===== src/rtl/stopwatch_ctrl.sv =====
// -----------------------------------------------------------------------------
// stopwatch_ctrl
//
// Run controller for the stopwatch counter. The three raw board buttons each
// pass through a two-flop synchronizer and a debouncer. The debouncer turns
// every accepted press into a single-cycle event. A four-state FSM
// (IDLE/RUN/LAP/STOP) consumes these events and drives the counter and
// display control lines. All outputs are registered.
//
// Parameters:
//   DEBOUNCE_CYCLES  stable synchronized samples needed to accept a level (>= 2)
//
// Ports:
//   clk             system clock
//   reset           asynchronous, active-high; clears all state
//   btn_start_stop  raw start/stop button, active-high
//   btn_lap         raw lap button, active-high
//   btn_clear       raw clear button, active-high
//   count_en        counter may advance (RUN, LAP)
//   count_clr       one-cycle synchronous clear pulse to the counter digits
//   lap_load        one-cycle pulse; the display latches the live digits
//   display_freeze  display shows the latched lap value (LAP only)
//   state           current FSM state for status LEDs
// -----------------------------------------------------------------------------
module stopwatch_ctrl #(
  parameter int DEBOUNCE_CYCLES = 1_000_000
) (
  input  logic       clk,
  input  logic       reset,
  input  logic       btn_start_stop,
  input  logic       btn_lap,
  input  logic       btn_clear,
  output logic       count_en,
  output logic       count_clr,
  output logic       lap_load,
  output logic       display_freeze,
  output logic [1:0] state
);

  localparam int             CW      = $clog2(DEBOUNCE_CYCLES);
  localparam logic [CW-1:0]  CNT_MAX = CW'(DEBOUNCE_CYCLES - 1);

  localparam int BTN_SS  = 0;
  localparam int BTN_LAP = 1;
  localparam int BTN_CLR = 2;

  typedef enum logic [1:0] {
    ST_IDLE = 2'b00,
    ST_RUN  = 2'b01,
    ST_LAP  = 2'b10,
    ST_STOP = 2'b11
  } state_t;

  logic [2:0]    w_raw;
  logic [2:0]    r_meta;
  logic [2:0]    r_sync;
  logic [2:0]    r_stable;
  logic [2:0]    r_press;
  logic [CW-1:0] r_cnt [3];

  state_t r_state;
  state_t w_next_state;
  logic   w_clr_next;
  logic   w_lap_next;
  logic   r_count_en;
  logic   r_count_clr;
  logic   r_lap_load;
  logic   r_display_freeze;

  assign w_raw = {btn_clear, btn_lap, btn_start_stop};

  // Input path: synchronizer, debounce counter and press-event register for
  // all three buttons. The press event is registered on the same edge that
  // `stable` rises, so it needs no separate edge detector.
  // NOTE: sequential state is written with non-blocking assignments only, so
  // every flop samples the pre-edge value of every other flop.
  always_ff @(posedge clk or posedge reset) begin
    if (reset) begin
      r_meta   <= '0;
      r_sync   <= '0;
      r_stable <= '0;
      r_press  <= '0;
      // NOTE: the debounce counters are a small array but must still be
      // reset, otherwise a press during reset could be accepted early.
      for (int i = 0; i < 3; i++) r_cnt[i] <= '0;
    end else begin
      r_meta <= w_raw;
      r_sync <= r_meta;
      for (int i = 0; i < 3; i++) begin
        r_press[i] <= 1'b0;
        if (r_sync[i] == r_stable[i]) begin
          r_cnt[i] <= '0;
        end else if (r_cnt[i] == CNT_MAX) begin
          r_stable[i] <= r_sync[i];
          r_cnt[i]    <= '0;
          // Only an accepted 0->1 transition is an event; releases are silent.
          r_press[i]  <= r_sync[i];
        end else begin
          r_cnt[i] <= r_cnt[i] + CW'(1);
        end
      end
    end
  end

  // Next-state and next-output logic. Priority start_stop > clear > lap: only
  // the highest-priority event present is evaluated, even when that event is
  // ignored in the current state.
  // NOTE: every signal gets a default first so no path leaves it unassigned
  // and no latch is inferred.
  always_comb begin
    w_next_state = r_state;
    w_clr_next   = 1'b0;
    w_lap_next   = 1'b0;
    case (r_state)
      ST_IDLE: begin
        if (r_press[BTN_SS])       w_next_state = ST_RUN;
        else if (r_press[BTN_CLR]) w_clr_next   = 1'b1;
      end
      ST_RUN: begin
        if (r_press[BTN_SS]) begin
          w_next_state = ST_STOP;
        end else if (!r_press[BTN_CLR] && r_press[BTN_LAP]) begin
          w_next_state = ST_LAP;
          w_lap_next   = 1'b1;
        end
      end
      ST_LAP: begin
        if (r_press[BTN_SS])       w_next_state = ST_STOP;
        else if (r_press[BTN_CLR]) w_next_state = ST_RUN;
        else if (r_press[BTN_LAP]) w_lap_next   = 1'b1;
      end
      ST_STOP: begin
        if (r_press[BTN_SS]) begin
          w_next_state = ST_RUN;
        end else if (r_press[BTN_CLR]) begin
          w_next_state = ST_IDLE;
          w_clr_next   = 1'b1;
        end
      end
      default: w_next_state = ST_IDLE;
    endcase
  end

  // State and output registers. The Moore outputs are decoded from the next
  // state so they change on the same edge as `state`.
  always_ff @(posedge clk or posedge reset) begin
    if (reset) begin
      r_state          <= ST_IDLE;
      r_count_en       <= 1'b0;
      r_count_clr      <= 1'b0;
      r_lap_load       <= 1'b0;
      r_display_freeze <= 1'b0;
    end else begin
      r_state          <= w_next_state;
      r_count_en       <= (w_next_state == ST_RUN) || (w_next_state == ST_LAP);
      r_count_clr      <= w_clr_next;
      r_lap_load       <= w_lap_next;
      r_display_freeze <= (w_next_state == ST_LAP);
    end
  end

  assign state          = r_state;
  assign count_en       = r_count_en;
  assign count_clr      = r_count_clr;
  assign lap_load       = r_lap_load;
  assign display_freeze = r_display_freeze;

endmodule


===== config.mk =====
export PLATFORM = sky130hd
export DESIGN_NAME = stopwatch_ctrl
export DESIGN_NICKNAME = d
export VERILOG_FILES = /design/src/rtl/stopwatch_ctrl.sv
export SDC_FILE = /design/constraint.sdc
export NUM_CORES = 1
export LEC_CHECK = 0
export ABC_AREA = 1
export ABC_CLOCK_PERIOD_IN_PS = 4400
export BUFFER_PORTS_ARGS = -buffer_cell sky130_fd_sc_hd__buf_2
export CAP_MARGIN = 10
export CORE_ASPECT_RATIO = 0.8
export CORE_MARGIN = 5
export CORE_UTILIZATION = 35
export DETAILED_ROUTE_END_ITERATION = 10
export GPL_TIMING_DRIVEN = 1
export PLACE_DENSITY = 0.55
export SYNTH_ARGS = -nofsm -noshare
export SYNTH_HDL_FRONTEND = slang
export SYNTH_SLANG_ARGS = --single-unit
export TNS_END_PERCENT = 50

===== constraint.sdc =====
create_clock -name clk -period 4.4 [get_ports clk]
set_input_delay 0.22 -clock clk [delete_from_list [all_inputs] [get_ports clk]]
set_output_delay 0.22 -clock clk [all_outputs]
set_load 0.01 [all_outputs]

Word level (Yosys, flattened, before mapping)
Index checks and enable logic that the tools add are counted.

storage, ports and cells
  register bits after elaboration = 78
  input port bits = 5
  output and inout port bits = 6

cells by class
  reduce and logical (&&, ||, !) cells = 8
  add/sub/neg operators = 3
  bitwise gates (word level) = 3
  muxes and demuxes = 29
  equal/unequal tests = 11

operators by type and width
  cell                     count
  $mux W20                 6
  $add A20 B1 Y20 const B  3
  $eq A20 B20 Y1 const B   3
  $mux W1                  14
  $mux W2                  7
  $pmux W2 S4              1
  $eq A2 B2 Y1 const B     3
  $reduce_and A2 Y1        3
  $eq A2 B1 Y1 const B     2
  $eq A1 B1 Y1             3
  $not A1 Y1               3
  $logic_not A2 Y1         1
  $pmux W1 S2              1
  $reduce_or A2 Y1         1
  $logic_and A1 B1 Y1      1
  $logic_not A1 Y1         1
  $logic_or A1 B1 Y1       1

Depth between registers and ports, before layout
  depth in word-level cells = 7
  mapped depth = 9
  gate-level depth less buffers = 9

Worst setup path after synthesis
No wires, ideal clock.

  kind = register to register
  from = register r_state[1] (netlist: state[1])
  to = register r_count_en (netlist: count_en)
  data arrival time = 1.366 ns
  setup slack = 2.921 ns
  stages on the path, launching flop included = 9
  path through = dfrtp_1 -> inv_1 -> ha_1 -> o21ai_0 -> nand3_1 -> nand2_1 -> o31ai_1 -> ha_1 -> inv_1

between the ends
  cells in the longest elaborated chain, start to end = 5

ends and longest elaborated chain
  element                                       RTL line       RTL
  from (decl)                                   61             state_t r_state;
  from (signal assigned)                        154            r_state <= w_next_state;
  $mux W2, on equally long branches             135, 122, 129
  $mux W2, on equally long branches             133, 120, 128
  $pmux W2 S4 (*)                               114            case (r_state)
  named net w_next_state[1]                     62             state_t w_next_state;
  $eq A2 B1 Y1 or $eq A2 B2 Y1 (tied branches)  155            r_count_en <= (w_next_state == ST_RUN) || (w_next_state == ST_LAP);
  $logic_or A1 B1 Y1 (*)                        155
  to (signal assigned)                          155
  to (decl)                                     65             logic r_count_en;

Mark *: on every way through the listed nets, which the timed path passes. The rest lies on a longest branch.
A chain may end at the register's enable or synchronous reset.

Worst setup path after layout
Same ends and word-level chain as after synthesis.

==> impl_metrics.csv <==
group,metric,value,unit
run_status,status,"finished, final reports clean",
die,die_area,0.0142,mm^2
sta,fin_tns_setup,0,ns
flow_run,cap_viol_max_count,0,
place,hpwlAfterDp,6.51,mm
layout,layout.nets,559,
critical_path,crit_path_start_kind,"register",
power,p_leak,0.00208,uW
synthesis,synth-seq-area-share,46.7,%
detailed_routing,route.detailed.drc,0,
synthesis,ys_types,30,
sta,tightestPinTransition,0.664,ns
critical_path,end_kind,"register",
critical_path,r2r_start,"state[1]",
critical_path,crit_start,"state[1]",
die,start_util,36.0,%
critical_path,critPathKind,"register to register",
grt,gr-total-overflow,0,
hold_path,hold_class,"register to register",
die,die_y,108,um
synthesis,syn_area,0.00418,mm^2
clock_network,cts_tree,"yes",
detailed_routing,wire_per_inst,12.7,um
grt,antenna_found_initial,0,
detailed_routing,totalWireLength,8.86,mm
layout,design_area,0.00474,mm^2
power,total_power,1490,uW
die,fp-row-count,35,
die,boundaryPins,11,
grt,grt_max_degree,41,
detailed_routing,drt_iter0_drc,172,
sta,report.final.slew_viol_count,0,
critical_path,critPathArrivalTime,1.86,ns
detailed_routing,drtAntennaViolNets,0,
sta,post-route-period-util,36.6,%
power,ir_drop,0.000194,V
layout,fillers,1156,
place,gp_congestion,0.932,
sta,rsz0062_at_grt,"no",
sta,setup_viol,0,
clock_network,h-tree-depth,3,
critical_path,r2r_cells,8,
power,p_per_area,315,mW/mm^2
layout,layout-drive-gt1-share,13.1,%
synthesis,syn_inst,521,
layout,utilization,40.8,%
detailed_routing,viasPerCell,4.74,
grt,grt_pass1_vias,3343,
sta,period_needed,1.61,ns
critical_path,r2r-end,"count_en",
clock_network,cts_buffers,9,
critical_path,cp.required,4.65,ns
clock_network,insertion_delay,0.34,ns
layout,antenna_cells,0,
synthesis,ys_ff_latch,78,
place,dpl_cell_area,0.00441,mm^2
synthesis,ys_warn_count,0,
place,portBuffers,10,
sta,clock_skew,0.0123,ns
clock_network,root_buffer,"clkbuf_16",
die,core,0.0116,mm^2
synthesis,syn_avg_cell_area,8.01,um^2
sta,slew-limit-headroom,55.7,%
grt,grt_usage,13.7,%
critical_path,ff2ff_setup_slack,2.79,ns
critical_path,crit_end,"count_en",
clock_network,clockBufferDepth,2,
clock_network,cts.clk_slew.worst_paths,0.07,ns
synthesis,synth_fp_nets,534,
sta,hold_slack,0.341,ns
detailed_routing,first_pass_iters,7,
grt,grt_pass1_wl,15.9,mm
clock_network,clock-sinks,78,
critical_path,cp_max_fo,5,
die,die_w,132,um
sta,hold_viol,0,
clock_network,post_cts_resized,0,
detailed_routing,vias,3315,
layout,area_growth,13.5,%
sta,max_freq,621,MHz
metrics by stage:
stage          worst slack [ns]  cells
2_1_floorplan              2.18    521
3_3_place_gp               2.92    679
3_5_place_dp               2.81    679
4_1_cts                    2.78    699
5_1_grt                    2.60    699
6_report                   2.79    699
power breakdown:
group          total (uW)  internal [uW]  switching, uW
clock                 709            389            320
combinational        48.6           14.1           34.5
sequential            734            726           7.54
logic make-up (layout without fill, tap and decap cells):
| logic type | count (synthesis) | after routing | synth area share [%] |
|---|---|---|---|
| compound gates | 22 | 22 | 2.85 |
| flops | 78 | 78 | 46.7 |
| fa+ha+maj | 8 | 8 | 2.40 |
| buf+inv | 55 | 85 | 4.97 |
| simple gates | 324 | 324 | 35.4 |
| xor+xnor | 34 | 34 | 7.67 |
critical path, cell delays in order (launching register included):
cell     delay (ns)
dfrtp_1        0.41
inv_1          0.10
ha_1           0.23
o21ai_0        0.19
nand3_1        0.11
nand2_1        0.07
o31ai_1        0.08
ha_1           0.28
inv_1          0.04
how the worst min path moves through the flow:
stage,startpoint,to,slack (ns),cells past startpoint
after floorplan,btn_start_stop,r_meta[0],0.25,0
after global placement,reset,r_cnt[54],0.33,2
after detailed placement,reset,r_cnt[54],0.33,2
after CTS,r_meta[0],r_sync[0],0.35,0
after global routing,r_meta[0],r_sync[0],0.35,0
final,r_meta[0],r_sync[0],0.34,0
area by class of cell:
type                            count  area (um^2)  area share (%)
Sequential cell                    78         1950            41.2
Clock inverter                      7         57.6            1.22
Tap cell                          148          185            3.91
Clock buffer                        9          225            4.75
Timing Repair Buffer               15         97.6            2.06
Multi-Input combinational cell    388         2020            42.6
Inverter                           54          204            4.31
cell usage after synthesis:
cell      number  area (um^2)
a21oi_1        9         45.0
a31oi_1        1         6.26
and2_1         1         6.26
buf_2          1         5.00
dfrtp_1       78         1950
ha_1           8          100
inv_1         50          188
inv_2          4         15.0
nand2_1       91          342
nand2_2       13         81.3
nand3_1       40          200
nand3_2        4         40.0
nand3b_1       1         7.51
nand4_1       15         93.8
nor2_1       129          484
nor2_2        11         68.8
nor2_4         6         67.6
nor3_1         7         35.0
nor3_2         1         10.0
nor3b_1        2         15.0
nor3b_2        1         12.5
o21ai_0        3         15.0
o21ai_1        6         30.0
o21bai_1       2         15.0
o31ai_1        1         7.51
or2_1          1         6.26
or2_2          1         6.26
xnor2_1       11         96.3
xor2_1        20          175
xor2_2         3         48.8
sequential cells by signal, indices dropped and copies added (netlist names), 2 cells and up:
| register | cells |
|---|---|
| r_meta | 3 |
| r_cnt | 60 |
| r_stable | 3 |
| state | 2 |
| r_sync | 3 |
| r_press | 3 |
placed cells by master (no fill, tap or decap), types with 4 or more instances in the layout:
cell and count:
nor3_1 7, a21oi_1 9, inv_1 49, nand2_2 13, inv_2 4, nand3_1 40
dlygate4sd3_1 4, nor2_4 6, nand3_2 4, clkbuf_16 9, o21ai_1 6, nor2_1 129
buf_2 10, dfrtp_1 78, xor2_1 20, nor2_2 11, xnor2_1 11, nand2_1 91
ha_1 8, nand4_1 15
what timing repair did:
action | in CTS | in global routing
buffers inserted | 0 | 0
endpoints found under the hold margin | 41 | 0
hold buffers | 4 | 0
setup endpoints to repair | 0 | 0
layer usage:
metal	vias up	track usage, %	part of all wire [%]
li1	1694	-	-
met1	1551	19.4	52
met2	59	20.2	42
met3	11	4.58	5.3
met4	0	2.94	1.0
met5	-	0	0
(Power assumes the default switching activity.)
